### src/rtl/lpc_uart_tx.sv
// LPC-UART transmit path: host bytes are queued in a small FIFO and shifted out on uart_tx
// as 8N1 frames, LSB first, with back-to-back frames when more data is waiting.
module lpc_uart_tx #(
  parameter int CLKS_PER_BIT = 286,
  parameter int FIFO_AW      = 4
) (
  input  logic               lpc_clk,
  input  logic               lpc_rst,
  input  logic               wr_en,
  input  logic [7:0]         wr_data,
  input  logic               clr_overrun,
  output logic               uart_tx,
  output logic               fifo_full,
  output logic               fifo_empty,
  output logic [FIFO_AW:0]   fifo_level,
  output logic               busy,
  output logic               overrun
);

  localparam int                 DEPTH    = 2 ** FIFO_AW;
  localparam int                 TW       = $clog2(CLKS_PER_BIT);
  localparam logic [TW-1:0]      T_LAST   = TW'(CLKS_PER_BIT - 1);
  localparam logic [FIFO_AW:0]   LVL_FULL = (FIFO_AW + 1)'(DEPTH);

  typedef enum logic [1:0] {IDLE, START, DATA, STOP} state_t;

  state_t              state_q, state_d;
  logic [TW-1:0]       timer_q, timer_d;
  logic [2:0]          idx_q, idx_d;
  logic [7:0]          shift_q, shift_d;

  logic [7:0]          mem [DEPTH];
  logic [FIFO_AW-1:0]  rd_ptr, wr_ptr;
  logic [FIFO_AW:0]    level_d;

  logic                pop;
  logic                push;
  logic                drop;
  logic                bit_end;
  logic                tx_bit;

  assign bit_end = (timer_q == T_LAST);
  assign busy    = (state_q != IDLE);

  // A full FIFO still accepts a write on the cycle the FSM pops, since a slot frees up.
  assign push = wr_en && (!fifo_full || pop);
  assign drop = wr_en && fifo_full && !pop;

  always_comb begin
    level_d = fifo_level;
    case ({push, pop})
      2'b10:   level_d = fifo_level + 1'b1;
      2'b01:   level_d = fifo_level - 1'b1;
      default: level_d = fifo_level;
    endcase
  end

  always_ff @(posedge lpc_clk) begin
    if (lpc_rst) begin
      rd_ptr     <= '0;
      wr_ptr     <= '0;
      fifo_level <= '0;
      fifo_full  <= 1'b0;
      fifo_empty <= 1'b1;
      overrun    <= 1'b0;
    end else begin
      if (push) wr_ptr <= wr_ptr + 1'b1;
      if (pop)  rd_ptr <= rd_ptr + 1'b1;
      fifo_level <= level_d;
      fifo_full  <= (level_d == LVL_FULL);
      fifo_empty <= (level_d == '0);
      if (drop)             overrun <= 1'b1;
      else if (clr_overrun) overrun <= 1'b0;
    end
  end

  always_ff @(posedge lpc_clk) begin
    if (push && !lpc_rst) mem[wr_ptr] <= wr_data;
  end

  always_comb begin
    state_d = state_q;
    timer_d = timer_q + 1'b1;
    idx_d   = idx_q;
    shift_d = shift_q;
    pop     = 1'b0;
    case (state_q)
      IDLE: begin
        timer_d = '0;
        if (!fifo_empty) begin
          pop     = 1'b1;
          shift_d = mem[rd_ptr];
          state_d = START;
        end
      end
      START: begin
        if (bit_end) begin
          timer_d = '0;
          idx_d   = '0;
          state_d = DATA;
        end
      end
      DATA: begin
        if (bit_end) begin
          timer_d = '0;
          shift_d = {1'b0, shift_q[7:1]};
          if (idx_q == 3'd7) state_d = STOP;
          else               idx_d   = idx_q + 1'b1;
        end
      end
      STOP: begin
        if (bit_end) begin
          timer_d = '0;
          if (!fifo_empty) begin
            pop     = 1'b1;
            shift_d = mem[rd_ptr];
            state_d = START;
          end else begin
            state_d = IDLE;
          end
        end
      end
      default: begin
        timer_d = '0;
        state_d = IDLE;
      end
    endcase
  end

  always_ff @(posedge lpc_clk) begin
    if (lpc_rst) begin
      state_q <= IDLE;
      timer_q <= '0;
      idx_q   <= '0;
    end else begin
      state_q <= state_d;
      timer_q <= timer_d;
      idx_q   <= idx_d;
    end
  end

  always_ff @(posedge lpc_clk) begin
    shift_q <= shift_d;
  end

  // Line level is registered from the current state, so it trails the FSM by one cycle.
  always_comb begin
    tx_bit = 1'b1;
    case (state_q)
      START:   tx_bit = 1'b0;
      DATA:    tx_bit = shift_q[0];
      default: tx_bit = 1'b1;
    endcase
  end

  always_ff @(posedge lpc_clk) begin
    if (lpc_rst) uart_tx <= 1'b1;
    else         uart_tx <= tx_bit;
  end

endmodule

### config.mk
export PLATFORM = sky130hd
export DESIGN_NAME = lpc_uart_tx
export DESIGN_NICKNAME = d
export VERILOG_FILES = /design/src/rtl/lpc_uart_tx.sv
export SDC_FILE = /design/constraint.sdc
export NUM_CORES = 1
export LEC_CHECK = 0
export ABC_AREA = 1
export BUFFER_PORTS_ARGS = -buffer_cell sky130_fd_sc_hd__buf_4
export CAP_MARGIN = 40
export CORE_ASPECT_RATIO = 0.75
export CORE_UTILIZATION = 60
export DETAILED_ROUTE_END_ITERATION = 8
export PLACE_DENSITY = 0.88
export SYNTH_ARGS = -nofsm -noshare
export SYNTH_HDL_FRONTEND = slang
export SYNTH_SLANG_ARGS = --single-unit
### constraint.sdc
create_clock -name lpc_clk -period 3.38 [get_ports lpc_clk]
set_input_delay 0.338 -clock lpc_clk [delete_from_list [all_inputs] [get_ports lpc_clk]]
set_output_delay 0.338 -clock lpc_clk [all_outputs]
set_load 0.02 [all_outputs]
# Word-level counts from Yosys, hierarchy flattened
# Memory sizes are Yosys's and may differ from the RTL's. A register that Yosys moved wholly into a read port is not among the register bits.
# Index checks and enable logic that the tools add are counted.
# W data, S select, Z words.
# classes
addsub	6
n_eq_ne	14
n_mux	28
n_reduce_logical	18
# op_table
op	count
$mux W8	3
$pmux W8 S3	1
$pmux W9 S2	1
$ne A2 B2 Y1 const B	6
$mux W2	5
$pmux W5 S2	1
$add A9 B1 Y9 const B	1
$eq A9 B9 Y1 const B	1
$mux W3	3
$mux W9	1
$add A4 B1 Y4 const B	2
$mux W4	2
$pmux W2 S4	1
$mux W1	7
$eq A2 B2 Y1 const B	3
$pmux W3 S2	1
$reduce_bool A2 Y1	3
$add A5 B1 Y5 const B	1
$eq A5 B5 Y1 const B	1
$logic_not A5 Y1	1
$reduce_and A5 Y1	1
$sub A5 B1 Y5 const B	1
$eq A2 B1 Y1 const B	2
$logic_and A1 B1 Y1	4
other kinds (10)	13
# word_totals
reg_bits	39
mem_bits_rw	128
in_bits	12
memories	1
# mem_list
memory	depth	word_bits	rd	rd_clocked_by_memory_dff	write_ports	line	source
mem	16	8	1	1	1	32	logic [7:0] mem [DEPTH];

# Depth between registers and ports, before layout
# logic_depth
word_depth	8
depth_mapped	23
ltp_nobuf	23

# Worst setup path after synthesis
# No wires, ideal clock.
# synth_path
path_kind	register to register
startpoint	reg state_q[0]
endpoint	reg fifo_empty
t_arrival_ns	2.345
required_ns	3.310
slack_ns	0.964
stages_incl_launch_ff	17
synth_period_minus_slack_ns	2.416
cell_sequence	dfxtp_1 inv_1 ha_1 inv_1 nand2_4 nand2_4 nand2_4 ha_1 nand2_1 inv_1 nor2_1 ha_1 o21ai_0 nand2_1 nor2_1 nand3_1 o21bai_1
# synth_via
elab_chain_len	7
word_cells_on_any_way	9
# synth_rtl
item	line	source
from (decl)	27	state_t state_q, state_d;
from (signal assigned)	136	state_q <= state_d;
$eq A2 B2 Y1 or $logic_not A2 Y1 (tied branches)	87	case (state_q)
$pmux W1 S2 *	87	
$logic_or A1 B1 Y1	46	assign push = wr_en && (!fifo_full || pop);
$logic_and A1 B1 Y1	46	
$eq A2 B1 Y1 or $eq A2 B2 Y1 (tied branches)	51	case ({push, pop})
$pmux W5 S2 *	51	
$logic_not A5 Y1 *	71	fifo_empty <= (level_d == '0);
to (signal assigned)	71	
to (decl)	14	output logic fifo_empty,
# Every way passes the cells marked *; elsewhere a longest branch is shown, timed or not.
# A chain may end at the register's enable or synchronous reset.

# Worst setup path after layout
# layout_path
startpoint	reg state_q[0]
endpoint	reg fifo_empty
# layout_via
elab_chain_len	7
word_cells_on_any_way	9
# layout_rtl
item	line	source
$eq A2 B2 Y1 or $logic_not A2 Y1 (tied branches)	87	
$pmux W1 S2 *	87	
net pop	36	logic pop;
$logic_or A1 B1 Y1	46	
$logic_and A1 B1 Y1	46	
$eq A2 B1 Y1 or $eq A2 B2 Y1 (tied branches)	51	
$pmux W5 S2 *	51	
$logic_not A5 Y1 *	71	
# Mark *: on every way through the listed nets, which the timed path passes. The rest lies on a longest branch.

==> results.yml <==
run_status:
  status: "finished clean"
synth:
  netlist_instances: 696
  ys_types: 30
  synth_nets: 726
  ys_ff_latch: 171
  yosysWarnings: 0
  syn_area_per_cell_um2: 10.5
  synth_area_mm2: 0.00731
  synth-seq-area-share_pct: 65.5
sta:
  tightest_slew_ns: 0.922
  finalHoldViolCount: 0
  maxSlewViolCount: 0
  fin_skew_ns: 0.00682
  fin_crit_ns: 2.85
  setup_viol: 0
  setup_tns_ns: 0
  fin_crit_sh_pct: 84.4
  max_slew_margin_pct: 38.3
  setup_ws_ns: 0.527
  rsz0062_at_grt: "no"
  clock.fmax_mhz: 350
clock_network:
  post_cts_buffers: 0
  clockBufferDepth: 2
  cts_max_level: 4
  clk_latency_ns: 0.43
  tritoncts: "yes"
  clkTransAtPathRegs_ns: 0.06
  post_cts_resized: 0
  numCtsBuffers: 17
  hold_buffers: 0
  cts_root_buf: "clkbuf_16"
  cts_sinks: 171
placement:
  dp_worst_setup_slack_ns: 0.626
  dp_hpwl_um: 10400
  place_congestion: 0.849
  portBuffers: 21
route:
  route.detailed.drc: 0
  vias_per_cell: 6.11
  ant_nets: 0
  first_iter_violations: 1001
  wirelength_um: 16900
  wire_per_inst_um: 19.1
  vias: 5424
  dr.pass1.iters: 7
worst_setup_path:
  path_common_cell: "inv_1"
  worstPathCellList: "ha_1 -> inv_1 -> nor2_1 -> nand3_1 -> nand2_2 -> nand2_4 -> inv_1 -> ha_1 -> nand2_1 -> inv_1 -> nor2_1 -> ha_1 -> inv_1 -> nand2_1 -> inv_1 -> nand2_1 -> nand3_1 -> nand2_1 -> nor2_1 -> nand3_1 -> o21bai_1"
  end_kind: "register"
  crit_required_ns: 3.74
  worst-path-max-fanout: 7
  slowest_stage: "dfxtp_1"
  cp_num_buf_inv: 5
  cp-start-kind: "register"
  path_delay_family: "simple AND/OR/NAND/NOR gates"
  rrSetupSlack_ns: 0.53
  cpPeakStageDelay_ns: 0.44
  crit_type: "register to register"
  arrival_ns: 3.22
die:
  die-height_um: 97.6
  num_rows: 34
  chipWidth_um: 129
  start_util_pct: 62.3
  die-area_mm2: 0.0126
  core-area_mm2: 0.0117
  pin_count: 22
pwr:
  p_per_area_mw_per_mm2: 771
  leakagePower_nw: 2.99
  ir_worst_vdd_uv: 462
global_routing:
  grt_remaining_overflow: 0
  grt_use_total_pct: 29.3
  antenna_found_initial: 0
  grt_pass1_wl_um: 27100
  grt_pass1_vias: 5204
  grt_max_degree: 65
final_layout:
  nFillCells: 774
  drive_above_1_share_pct: 9.93
  diodes: 0
  final_cell_mix: "edfxtp_1 (136), nor2_1 (133), nand2_1 (100)"
  syn2layout_area_growth_pct: 11.7
  final_common_cell: "edfxtp_1"
  nNetsFinal: 742
job:
  maxCapViolations: 0
min_path:
  min_path_type: "primary input to register"
[power breakdown]
part           switching (W)  total, W  internal (W)
sequential          0.000112   0.00256       0.00245
clock               0.000844   0.00195       0.00111
combinational        0.00125   0.00178      0.000534
total                0.00220   0.00630       0.00409
[kinds of logic after synthesis]
kind of cell,after synthesis,share of synthesized area [%]
buffers and inverters,77,4.25
xor gates and xnor gates,5,0.599
AOI/OAI and AO/OA,124,9.38
DFF,171,65.5
adders and majority gates,18,3.08
and+or+nand+nor,301,17.2
[layout make-up]
class | instances | area (µm²) | share of cell area (%)
Inverter | 48 | 180 | 2.21
Sequential cell | 171 | 4790 | 58.6
Timing Repair Buffer | 26 | 195 | 2.39
Clock inverter | 14 | 160 | 1.96
Clock buffer | 18 | 429 | 5.25
Tap cell | 162 | 203 | 2.48
Multi-Input combinational cell | 448 | 2210 | 27.1
[Yosys cell counts, drive strengths merged]
| library cell | instances | area (µm²) |
|---|---|---|
| nor3 | 6 | 30.0 |
| edfxtp | 136 | 4080 |
| xor2 | 4 | 35.0 |
| nand3 | 43 | 215 |
| xnor2 | 1 | 8.76 |
| nor3b | 1 | 7.51 |
| inv | 48 | 180 |
| clkbuf | 11 | 41.3 |
| or2 | 1 | 6.26 |
| a211oi | 1 | 7.51 |
| buf | 18 | 88.8 |
| nand4 | 3 | 18.8 |
| o21bai | 1 | 7.51 |
| ha | 18 | 225 |
| nor2 | 135 | 517 |
| o21ai | 76 | 380 |
| nand2 | 110 | 453 |
| nor4 | 1 | 6.26 |
| and3 | 1 | 6.26 |
| o211ai | 22 | 165 |
| a21oi | 20 | 100 |
| dfxtp | 35 | 701 |
| o22ai | 4 | 25.0 |
[registers in the layout (all words and copies together), names as in the netlist, named ones only]
signal	flops
fifo_empty	1
state_q	2
timer_q	9
overrun	1
rd_ptr	4
uart_tx	1
fifo_level	5
wr_ptr	4
idx_q	3
mem	128
fifo_full	1
shift_q	8
[worst min-delay path, cell delays in order]
cell and delay [ns]:
buf_4 0.08, inv_1 0.03, nand2_1 0.05, a21oi_1 0.06
[layer usage]
layer / part of all wire (%) / GRT usage, % / wire (µm)
met1: 37 / 39.3 / 6270
met2: 48 / 45.4 / 8180
met3: 12 / 7.54 / 2040
met4: 2.5 / 12.3 / 424
met5: 0 / 0 / 0
[path summary, 6_finish.rpt]
path,start,to,depth (start not counted)
max,state_q[0]$_SDFFE_PP0P_,fifo_empty$_SDFF_PP1_,21
min,clr_overrun,overrun$_SDFFE_PP0P_,4
max reg2reg,state_q[0]$_SDFFE_PP0P_,fifo_empty$_SDFF_PP1_,21
min reg2reg,timer_q[0]$_SDFF_PP0_,timer_q[0]$_SDFF_PP0_,1
[metrics by stage]
step | hold slack (ns) | cells | area, µm² | util (%) | power, W
floorplan | 0.426 | 696 | 7310 | - | 0.00384
global placement | 0.447 | 854 | 7570 | 64.5 | 0.00420
detailed placement | 0.461 | 854 | 7570 | 64.5 | 0.00430
CTS | 0.177 | 886 | 8160 | 69.5 | 0.00626
global route | 0.182 | 887 | 8170 | 69.6 | 0.00660
finish | 0.175 | 887 | 8170 | 69.6 | 0.00630
(Power assumes the default switching activity.)
